### config.mk
export PLATFORM = sky130hd
export DESIGN_NAME = affine_batch_seq_flat
export DESIGN_NICKNAME = d
export VERILOG_FILES = /design/src/rtl/affine_pkg.sv /design/src/rtl/affine_batch_seq_if.sv /design/src/rtl/point_fifo.sv /design/src/rtl/affine_batch_seq.sv /design/src/flat_wrapper.sv
export SDC_FILE = /design/constraint.sdc
export NUM_CORES = 1
export LEC_CHECK = 0
export CORE_ASPECT_RATIO = 2
export CORE_MARGIN = 3
export CORE_UTILIZATION = 60
export DETAILED_ROUTE_END_ITERATION = 16
export PLACE_DENSITY = 0.85
export SYNTH_ARGS = -nofsm -noshare
export SYNTH_HDL_FRONTEND = slang
export SYNTH_SLANG_ARGS = --single-unit
### constraint.sdc
create_clock -name clk -period 6.9 [get_ports clk]
set_input_delay 1.38 -clock clk [delete_from_list [all_inputs] [get_ports clk]]
set_output_delay 1.38 -clock clk [all_outputs]
set_load 0.05 [all_outputs]
### src/rtl/affine_pkg.sv
// affine_pkg: shared types and defaults for the affine batch sequencer.
//   seq_state_t   sequencer FSM state
//   AFFINE_WIDTH  default signed coordinate width
//   AFFINE_DEPTH  default entries per point FIFO
package affine_pkg;

    localparam int unsigned AFFINE_WIDTH = 16;
    localparam int unsigned AFFINE_DEPTH = 4;

    typedef enum logic [1:0] {
        StIdle  = 2'd0,
        StIssue = 2'd1,
        StWait  = 2'd2
    } seq_state_t;

endpackage

### src/rtl/affine_batch_seq_if.sv
// affine_batch_seq_if: handshake bundle between the sequencer and its environment.
//   in_*   source points (valid/ready)
//   out_*  transformed points (valid/ready)
//   eng_*  start/done exchange with the external affine engine
// Modports: slave = sequencer side, master = environment side.
interface affine_batch_seq_if
    import affine_pkg::*;
#(
    parameter int unsigned WIDTH = AFFINE_WIDTH
);
    logic             in_valid;
    logic             in_ready;
    logic [WIDTH-1:0] in_x;
    logic [WIDTH-1:0] in_y;

    logic             out_valid;
    logic             out_ready;
    logic [WIDTH-1:0] out_x;
    logic [WIDTH-1:0] out_y;

    logic             eng_start;
    logic [WIDTH-1:0] eng_x;
    logic [WIDTH-1:0] eng_y;
    logic             eng_done;
    logic [WIDTH-1:0] eng_rx;
    logic [WIDTH-1:0] eng_ry;

    modport slave (
        input  in_valid, in_x, in_y, out_ready, eng_done, eng_rx, eng_ry,
        output in_ready, out_valid, out_x, out_y, eng_start, eng_x, eng_y
    );

    modport master (
        output in_valid, in_x, in_y, out_ready, eng_done, eng_rx, eng_ry,
        input  in_ready, out_valid, out_x, out_y, eng_start, eng_x, eng_y
    );
endinterface

### src/rtl/point_fifo.sv
// point_fifo: synchronous FIFO of (x, y) point pairs.
//   clk, rst_n       clock, asynchronous active-low reset
//   clr_i            empty the FIFO; overrides a same-cycle push/pop
//   push_i, x_i/y_i  write request; refused while full, even with a same-cycle pop
//   pop_i            read request; ignored while empty
//   x_o, y_o         head entry
//   count_o          occupancy; full_o / empty_o derived from it
module point_fifo #(
    parameter int unsigned  WIDTH = 16,
    parameter int unsigned  DEPTH = 4,
    localparam int unsigned AW    = $clog2(DEPTH),
    localparam int unsigned CW    = AW + 1
) (
    input  logic             clk,
    input  logic             rst_n,
    input  logic             clr_i,
    input  logic             push_i,
    input  logic             pop_i,
    input  logic [WIDTH-1:0] x_i,
    input  logic [WIDTH-1:0] y_i,
    output logic [WIDTH-1:0] x_o,
    output logic [WIDTH-1:0] y_o,
    output logic [CW-1:0]    count_o,
    output logic             full_o,
    output logic             empty_o
);
    logic [WIDTH-1:0] mem_x_q [DEPTH];
    logic [WIDTH-1:0] mem_y_q [DEPTH];
    logic [AW-1:0]    wr_q, wr_d, rd_q, rd_d;
    logic [CW-1:0]    cnt_q, cnt_d;
    logic             push_ok, pop_ok;

    assign full_o  = (cnt_q == CW'(DEPTH));
    assign empty_o = (cnt_q == '0);
    assign push_ok = push_i && !full_o;
    assign pop_ok  = pop_i && !empty_o;
    assign count_o = cnt_q;
    assign x_o     = mem_x_q[rd_q];
    assign y_o     = mem_y_q[rd_q];

    // Pointers are AW bits wide, so they wrap modulo DEPTH on their own.
    always_comb begin
        wr_d  = wr_q;
        rd_d  = rd_q;
        cnt_d = cnt_q;
        if (clr_i) begin
            wr_d  = '0;
            rd_d  = '0;
            cnt_d = '0;
        end else begin
            if (push_ok) wr_d = wr_q + 1'b1;
            if (pop_ok)  rd_d = rd_q + 1'b1;
            if (push_ok && !pop_ok)      cnt_d = cnt_q + 1'b1;
            else if (pop_ok && !push_ok) cnt_d = cnt_q - 1'b1;
        end
    end

    always_ff @(posedge clk or negedge rst_n) begin
        if (!rst_n) begin
            wr_q  <= '0;
            rd_q  <= '0;
            cnt_q <= '0;
        end else begin
            wr_q  <= wr_d;
            rd_q  <= rd_d;
            cnt_q <= cnt_d;
        end
    end

    // Storage needs no reset: nothing is read from it while the FIFO is empty.
    always_ff @(posedge clk) begin
        if (push_ok && !clr_i) begin
            mem_x_q[wr_q] <= x_i;
            mem_y_q[wr_q] <= y_i;
        end
    end
endmodule

### src/rtl/affine_batch_seq.sv
// affine_batch_seq: buffers source points, issues them one at a time to an external affine
// engine and buffers the transformed results.
//   clk, rst_n     clock, asynchronous active-low reset
//   enable_i       allow new points to be issued to the engine
//   flush_i        empty both FIFOs, clear overflow, discard an in-flight result
//   bus (slave)    source-point, engine and result handshakes
//   in_count_o     input FIFO occupancy
//   out_count_o    output FIFO occupancy
//   batch_done_o   pulse after the last result of a batch has been buffered
//   overflow_o     sticky: a point was offered while the input FIFO was full
module affine_batch_seq
    import affine_pkg::*;
#(
    parameter int unsigned  WIDTH = AFFINE_WIDTH,
    parameter int unsigned  DEPTH = AFFINE_DEPTH,
    localparam int unsigned CW    = $clog2(DEPTH) + 1
) (
    input  logic              clk,
    input  logic              rst_n,
    input  logic              enable_i,
    input  logic              flush_i,
    affine_batch_seq_if.slave bus,
    output logic [CW-1:0]     in_count_o,
    output logic [CW-1:0]     out_count_o,
    output logic              batch_done_o,
    output logic              overflow_o
);
    seq_state_t       state_q, state_d;
    logic [WIDTH-1:0] eng_x_q, eng_x_d, eng_y_q, eng_y_d;
    logic             discard_q, discard_d;
    logic             batch_q, batch_d;
    logic             ovf_q, ovf_d;

    logic             in_full, in_empty, in_push, in_pop;
    logic             out_full, out_empty, out_push, out_pop;
    logic [WIDTH-1:0] in_head_x, in_head_y, out_head_x, out_head_y;
    logic             done_ok;

    assign in_push  = bus.in_valid && !in_full;
    assign in_pop   = (state_q == StIssue);
    assign done_ok  = (state_q == StWait) && bus.eng_done;
    assign out_push = done_ok && !discard_q && !flush_i;
    assign out_pop  = !out_empty && bus.out_ready;

    point_fifo #(.WIDTH(WIDTH), .DEPTH(DEPTH)) u_in_fifo (
        .clk     (clk),
        .rst_n   (rst_n),
        .clr_i   (flush_i),
        .push_i  (in_push),
        .pop_i   (in_pop),
        .x_i     (bus.in_x),
        .y_i     (bus.in_y),
        .x_o     (in_head_x),
        .y_o     (in_head_y),
        .count_o (in_count_o),
        .full_o  (in_full),
        .empty_o (in_empty)
    );

    point_fifo #(.WIDTH(WIDTH), .DEPTH(DEPTH)) u_out_fifo (
        .clk     (clk),
        .rst_n   (rst_n),
        .clr_i   (flush_i),
        .push_i  (out_push),
        .pop_i   (out_pop),
        .x_i     (bus.eng_rx),
        .y_i     (bus.eng_ry),
        .x_o     (out_head_x),
        .y_o     (out_head_y),
        .count_o (out_count_o),
        .full_o  (out_full),
        .empty_o (out_empty)
    );

    always_comb begin
        state_d   = state_q;
        eng_x_d   = eng_x_q;
        eng_y_d   = eng_y_q;
        discard_d = discard_q;
        unique case (state_q)
            // Only one point is ever in flight, so a non-full output FIFO here
            // guarantees a slot for its result.
            StIdle: begin
                if (enable_i && !in_empty && !out_full && !flush_i) begin
                    state_d = StIssue;
                    eng_x_d = in_head_x;
                    eng_y_d = in_head_y;
                end
            end
            StIssue: state_d = StWait;
            StWait:  if (bus.eng_done) state_d = StIdle;
            default: state_d = StIdle;
        endcase
        // A flush while a point is outstanding marks its future result as stale.
        if (done_ok) discard_d = 1'b0;
        if (flush_i && (state_q != StIdle) && !done_ok) discard_d = 1'b1;
    end

    assign batch_d = out_push && in_empty && !in_push;
    assign ovf_d   = flush_i ? 1'b0 : (ovf_q || (bus.in_valid && in_full));

    always_ff @(posedge clk or negedge rst_n) begin
        if (!rst_n) begin
            state_q   <= StIdle;
            eng_x_q   <= '0;
            eng_y_q   <= '0;
            discard_q <= 1'b0;
            batch_q   <= 1'b0;
            ovf_q     <= 1'b0;
        end else begin
            state_q   <= state_d;
            eng_x_q   <= eng_x_d;
            eng_y_q   <= eng_y_d;
            discard_q <= discard_d;
            batch_q   <= batch_d;
            ovf_q     <= ovf_d;
        end
    end

    assign bus.in_ready  = !in_full;
    assign bus.out_valid = !out_empty;
    assign bus.out_x     = out_head_x;
    assign bus.out_y     = out_head_y;
    assign bus.eng_start = (state_q == StIssue);
    assign bus.eng_x     = eng_x_q;
    assign bus.eng_y     = eng_y_q;
    assign batch_done_o  = batch_q;
    assign overflow_o    = ovf_q;
endmodule

### src/flat_wrapper.sv
// flat-port wrapper written by rule: the top's interface ports become plain ports
module affine_batch_seq_flat import affine_pkg::*;
#(
    parameter int unsigned  WIDTH = AFFINE_WIDTH,
    parameter int unsigned  DEPTH = AFFINE_DEPTH,
    localparam int unsigned CW    = $clog2(DEPTH) + 1
)
  (clk, rst_n, enable_i, flush_i, in_count_o, out_count_o, batch_done_o, overflow_o, bus_in_valid, bus_in_x, bus_in_y, bus_out_ready, bus_eng_done, bus_eng_rx, bus_eng_ry, bus_in_ready, bus_out_valid, bus_out_x, bus_out_y, bus_eng_start, bus_eng_x, bus_eng_y);
  affine_batch_seq_if #(.WIDTH(WIDTH)) bus_i ();
  input  logic clk;
  input  logic rst_n;
  input  logic enable_i;
  input  logic flush_i;
  output logic [CW-1:0] in_count_o;
  output logic [CW-1:0] out_count_o;
  output logic batch_done_o;
  output logic overflow_o;
  input wire logic [$bits(bus_i.in_valid)-1:0] bus_in_valid;
  input wire logic [$bits(bus_i.in_x)-1:0] bus_in_x;
  input wire logic [$bits(bus_i.in_y)-1:0] bus_in_y;
  input wire logic [$bits(bus_i.out_ready)-1:0] bus_out_ready;
  input wire logic [$bits(bus_i.eng_done)-1:0] bus_eng_done;
  input wire logic [$bits(bus_i.eng_rx)-1:0] bus_eng_rx;
  input wire logic [$bits(bus_i.eng_ry)-1:0] bus_eng_ry;
  output wire logic [$bits(bus_i.in_ready)-1:0] bus_in_ready;
  output wire logic [$bits(bus_i.out_valid)-1:0] bus_out_valid;
  output wire logic [$bits(bus_i.out_x)-1:0] bus_out_x;
  output wire logic [$bits(bus_i.out_y)-1:0] bus_out_y;
  output wire logic [$bits(bus_i.eng_start)-1:0] bus_eng_start;
  output wire logic [$bits(bus_i.eng_x)-1:0] bus_eng_x;
  output wire logic [$bits(bus_i.eng_y)-1:0] bus_eng_y;
  assign bus_i.in_valid = bus_in_valid;
  assign bus_i.in_x = bus_in_x;
  assign bus_i.in_y = bus_in_y;
  assign bus_i.out_ready = bus_out_ready;
  assign bus_i.eng_done = bus_eng_done;
  assign bus_i.eng_rx = bus_eng_rx;
  assign bus_i.eng_ry = bus_eng_ry;
  assign bus_in_ready = bus_i.in_ready;
  assign bus_out_valid = bus_i.out_valid;
  assign bus_out_x = bus_i.out_x;
  assign bus_out_y = bus_i.out_y;
  assign bus_eng_start = bus_i.eng_start;
  assign bus_eng_x = bus_i.eng_x;
  assign bus_eng_y = bus_i.eng_y;
  affine_batch_seq #(.WIDTH(WIDTH), .DEPTH(DEPTH)) u_core (.clk(clk), .rst_n(rst_n), .enable_i(enable_i), .flush_i(flush_i), .bus(bus_i), .in_count_o(in_count_o), .out_count_o(out_count_o), .batch_done_o(batch_done_o), .overflow_o(overflow_o));
endmodule
==> flow_summary.json <==
{
  "placed_cells": 927,
  "hold_buffers": 0,
  "finalCriticalPeriod_ps": 4395,
  "powerDensity_mw_per_mm2": 385.5,
  "fp.dieH_um": 204.7,
  "dp_hpwl_um": 13960,
  "p_int_w": 0.003688,
  "synth_area_mm2": 0.01185,
  "maxUsedRoutingLayer": "met4",
  "die_w_um": 105.4,
  "wire_per_inst_um": 22.44,
  "cp_max_fo": 34,
  "drt_iter0_drc": 266,
  "clk_latency_ps": 530,
  "ctsResizeCount": 0,
  "slew_headroom": 0.2622,
  "io_buffers": 145,
  "netlist_instances": 537,
  "start_util": 0.6118,
  "ys_ff_latch": 307,
  "finalSetupViolCount": 0,
  "max_stage_delay_ps": 1100,
  "finalMaxSlewViolations": 0,
  "path_cells": "mux4_2, clkdlybuf4s50_1",
  "syn_to_final_growth_pct": 20.75,
  "cts_setup_buffers": 0,
  "cts_root_buffer": "clkbuf_16",
  "clk_pin_slew_ps": 70,
  "clock_path_buffers": 3,
  "numClockSinks": 307,
  "setup_slack_ps": 2505,
  "finalClockSkew_ps": 12.18,
  "crit_path_top_delay_cell": "dfrtp_2",
  "vias": 5630,
  "grt-ovfl-total": 0,
  "r2r_slack_ps": 4250,
  "ys_seq_area_frac": 0.7565,
  "grt_first_pass_wirelength_um": 34660,
  "num_rows": 72,
  "wl_met1_um": 7772,
  "critPathRequiredTime_ps": 5520,
  "status": "finished, final reports clean",
  "synth.avg_cell_area_um2": 22.06,
  "post-place-ws_ps": 2749,
  "p_total_w": 0.005516,
  "syn_nets": 618,
  "wl_met2_um": 12200,
  "ys_warn_count": 0,
  "wl_met3_um": 1229,
  "grt_usage": 0.2097,
  "combinationalPowerShare": 0.327,
  "num_io_pins": 146,
  "rsz0062_at_grt": "false",
  "die_area_mm2": 0.02157,
  "nNetsFinal": 776,
  "coreArea_mm2": 0.01937,
  "synthArstFlopShare": 0.1661,
  "synth_edf_count": 256,
  "setup_tns_ps": 0,
  "fmaxAchievable_ghz": 0.2275,
  "cts_tree": "yes",
  "wl_um": 21810,
  "synth.distinct_cells": 49,
  "place.gp.congestion": 0.7478,
  "finalCritPeriodShare": 0.6370,
  "p_leak_nw": 4.831,
  "grt_pass1_vias": 6246,
  "diodes": 0,
  "hp-class": "flop to flop",
  "viasPerCell": 5.792,
  "drive_gt1_frac": 0.2314,
  "peakVddDrop_mv": 0.3167,
  "p_seq_frac": 0.430,
  "endpoint_kind": "output port",
  "sw_frac_of_total": 0.3314,
  "grt_max_degree": 52,
  "power_frac_clock": 0.243,
  "ant_nets": 0,
  "final-hold-violation-count": 0,
  "crit_type": "flop to output port",
  "cp-start-kind": "flop",
  "cts_made_buffers": 25,
  "power_switching_w": 0.001828,
  "ys.flop_type": "edfxtp_1",
  "layout.cells.non_filler": 972,
  "htree_levels": 1,
  "tightest_slew_ps": 1107,
  "cp_data_arrival_time_ps": 3020,
  "drtPass1Iterations": 4,
  "grt_antenna_before_repair": 0,
  "cap_violations": 0,
  "drc": 0
}
[cells in the final DEF, fill, tap and decap left out, types with 3 or more instances in the layout]
cell type,n
clkdlybuf4s50_1,144
nand2_1,4
nand3_1,4
inv_1,10
buf_4,10
ha_1,8
mux4_2,64
clkbuf_16,25
mux2_2,8
and2_1,4
nor2_1,19
nor2b_1,3
clkinv_2,6
xnor2_1,3
edfxtp_1,256
mux2_4,29
dfrtp_1,49
a21oi_1,4
and2_2,4
xor2_1,4
clkbuf_1,6
[registers in the layout (all words and copies together), names as in the netlist, 2 cells and up]
register / count
u_core.bus.eng_x: 16
u_core.u_out_fifo.mem_x_q: 64
u_core.u_out_fifo.count_o: 3
u_core.u_in_fifo.count_o: 3
u_core.bus.eng_y: 16
u_core.state_q: 2
u_core.u_in_fifo.mem_y_q: 64
u_core.u_in_fifo.mem_x_q: 64
u_core.u_out_fifo.rd_q: 2
u_core.u_in_fifo.rd_q: 2
u_core.u_in_fifo.wr_q: 2
u_core.u_out_fifo.wr_q: 2
u_core.u_out_fifo.mem_y_q: 64
[worst paths after layout]
kind | start | to | cells past startpoint
setup / recovery | u_core.u_out_fifo.rd_q[0] | bus_out_x[11] | 2
setup reg to reg | u_core.discard_q | u_core.u_out_fifo.count_o[1] | 7
max in group asynchronous | rst_n | u_core.u_in_fifo.rd_q[0] | 2
min in group asynchronous | rst_n | u_core.bus.eng_y[13] | 2
hold / removal | u_core.bus.eng_y[12] | u_core.bus.eng_y[12] | 1
hold reg to reg | u_core.bus.eng_y[12] | u_core.bus.eng_y[12] | 1
[power groups by stage]
| stage | sequential (W) | clock, W | combinational (W) |
|---|---|---|---|
| 2_1_floorplan | 0.00271 | 0 | 0.000953 |
| 3_3_place_gp | 0.00240 | 0 | 0.00177 |
| 3_5_place_dp | 0.00241 | 0 | 0.00181 |
| 4_1_cts | 0.00238 | 0.00137 | 0.00182 |
| 5_1_grt | 0.00240 | 0.00145 | 0.00189 |
| 6_report | 0.00237 | 0.00134 | 0.00180 |
[synthesized netlist by cell type, types with 2 or more instances]
master | instances | area share
clkbuf_1 | 10 | 0.0032
nand2b_1 | 2 | 0.0011
dfrtp_1 | 51 | 0.11
mux2_2 | 8 | 0.0076
nor3_1 | 2 | 0.00084
nor2_1 | 19 | 0.0060
nand3_1 | 4 | 0.0017
buf_2 | 7 | 0.0030
and2_1 | 8 | 0.0042
nor2b_1 | 3 | 0.0016
mux2i_1 | 2 | 0.0017
a41oi_1 | 2 | 0.0015
nand3b_1 | 2 | 0.0013
xor2_1 | 4 | 0.0030
mux2_4 | 29 | 0.037
fa_1 | 2 | 0.0034
buf_12 | 3 | 0.0051
nand2_1 | 4 | 0.0013
or3_1 | 2 | 0.0011
edfxtp_1 | 256 | 0.65
o21ai_0 | 2 | 0.00084
inv_1 | 10 | 0.0032
mux4_2 | 64 | 0.12
buf_4 | 3 | 0.0019
a21oi_1 | 4 | 0.0017
xnor2_1 | 3 | 0.0022
ha_1 | 8 | 0.0084
a21boi_0 | 2 | 0.0013
[metal layers]
layer / up-vias / GRT usage
li1: 2460 / -
met1: 2935 / 0.2468
met2: 182 / 0.3838
met3: 53 / 0.04226
met4: 0 / 0.06757
met5: - / 0
[worst max-delay path: cells and delay by family, from the launching register on]
kind	cells	cell delay (ps)
buf+inv	1	720
mux	1	630
flops	1	1100
[stage by stage]
step / hold slack (ps) / util / area [um2]
after CTS: 519.2 / 0.7387 / 14310
final: 515.0 / 0.7387 / 14310
after floorplan: 486.4 / - / 11850
after detailed placement: 497.1 / 0.6988 / 13540
after global routing: 536.8 / 0.7387 / 14310
after global placement: 497.8 / 0.6988 / 13540
[cell families after synthesis]
family	after synthesis	share of synthesized area
compound gates	19	0.01236
buf+inv	34	0.01721
flops	307	0.7565
fa+ha+maj	10	0.01183
mux	103	0.1677
simple gates	56	0.02788
xor+xnor	8	0.006547
[cell type report]
| class | count | area (um2) |
|---|---|---|
| Timing Repair Buffer | 155 | 1521 |
| Clock buffer | 33 | 675.6 |
| Fill cell | 1081 | 5061 |
| Multi-Input combinational cell | 196 | 2686 |
| Clock inverter | 12 | 96.34 |
| Sequential cell | 307 | 8966 |
| Inverter | 10 | 37.54 |
| Tap cell | 259 | 324.1 |
(Power assumes the default switching activity.)
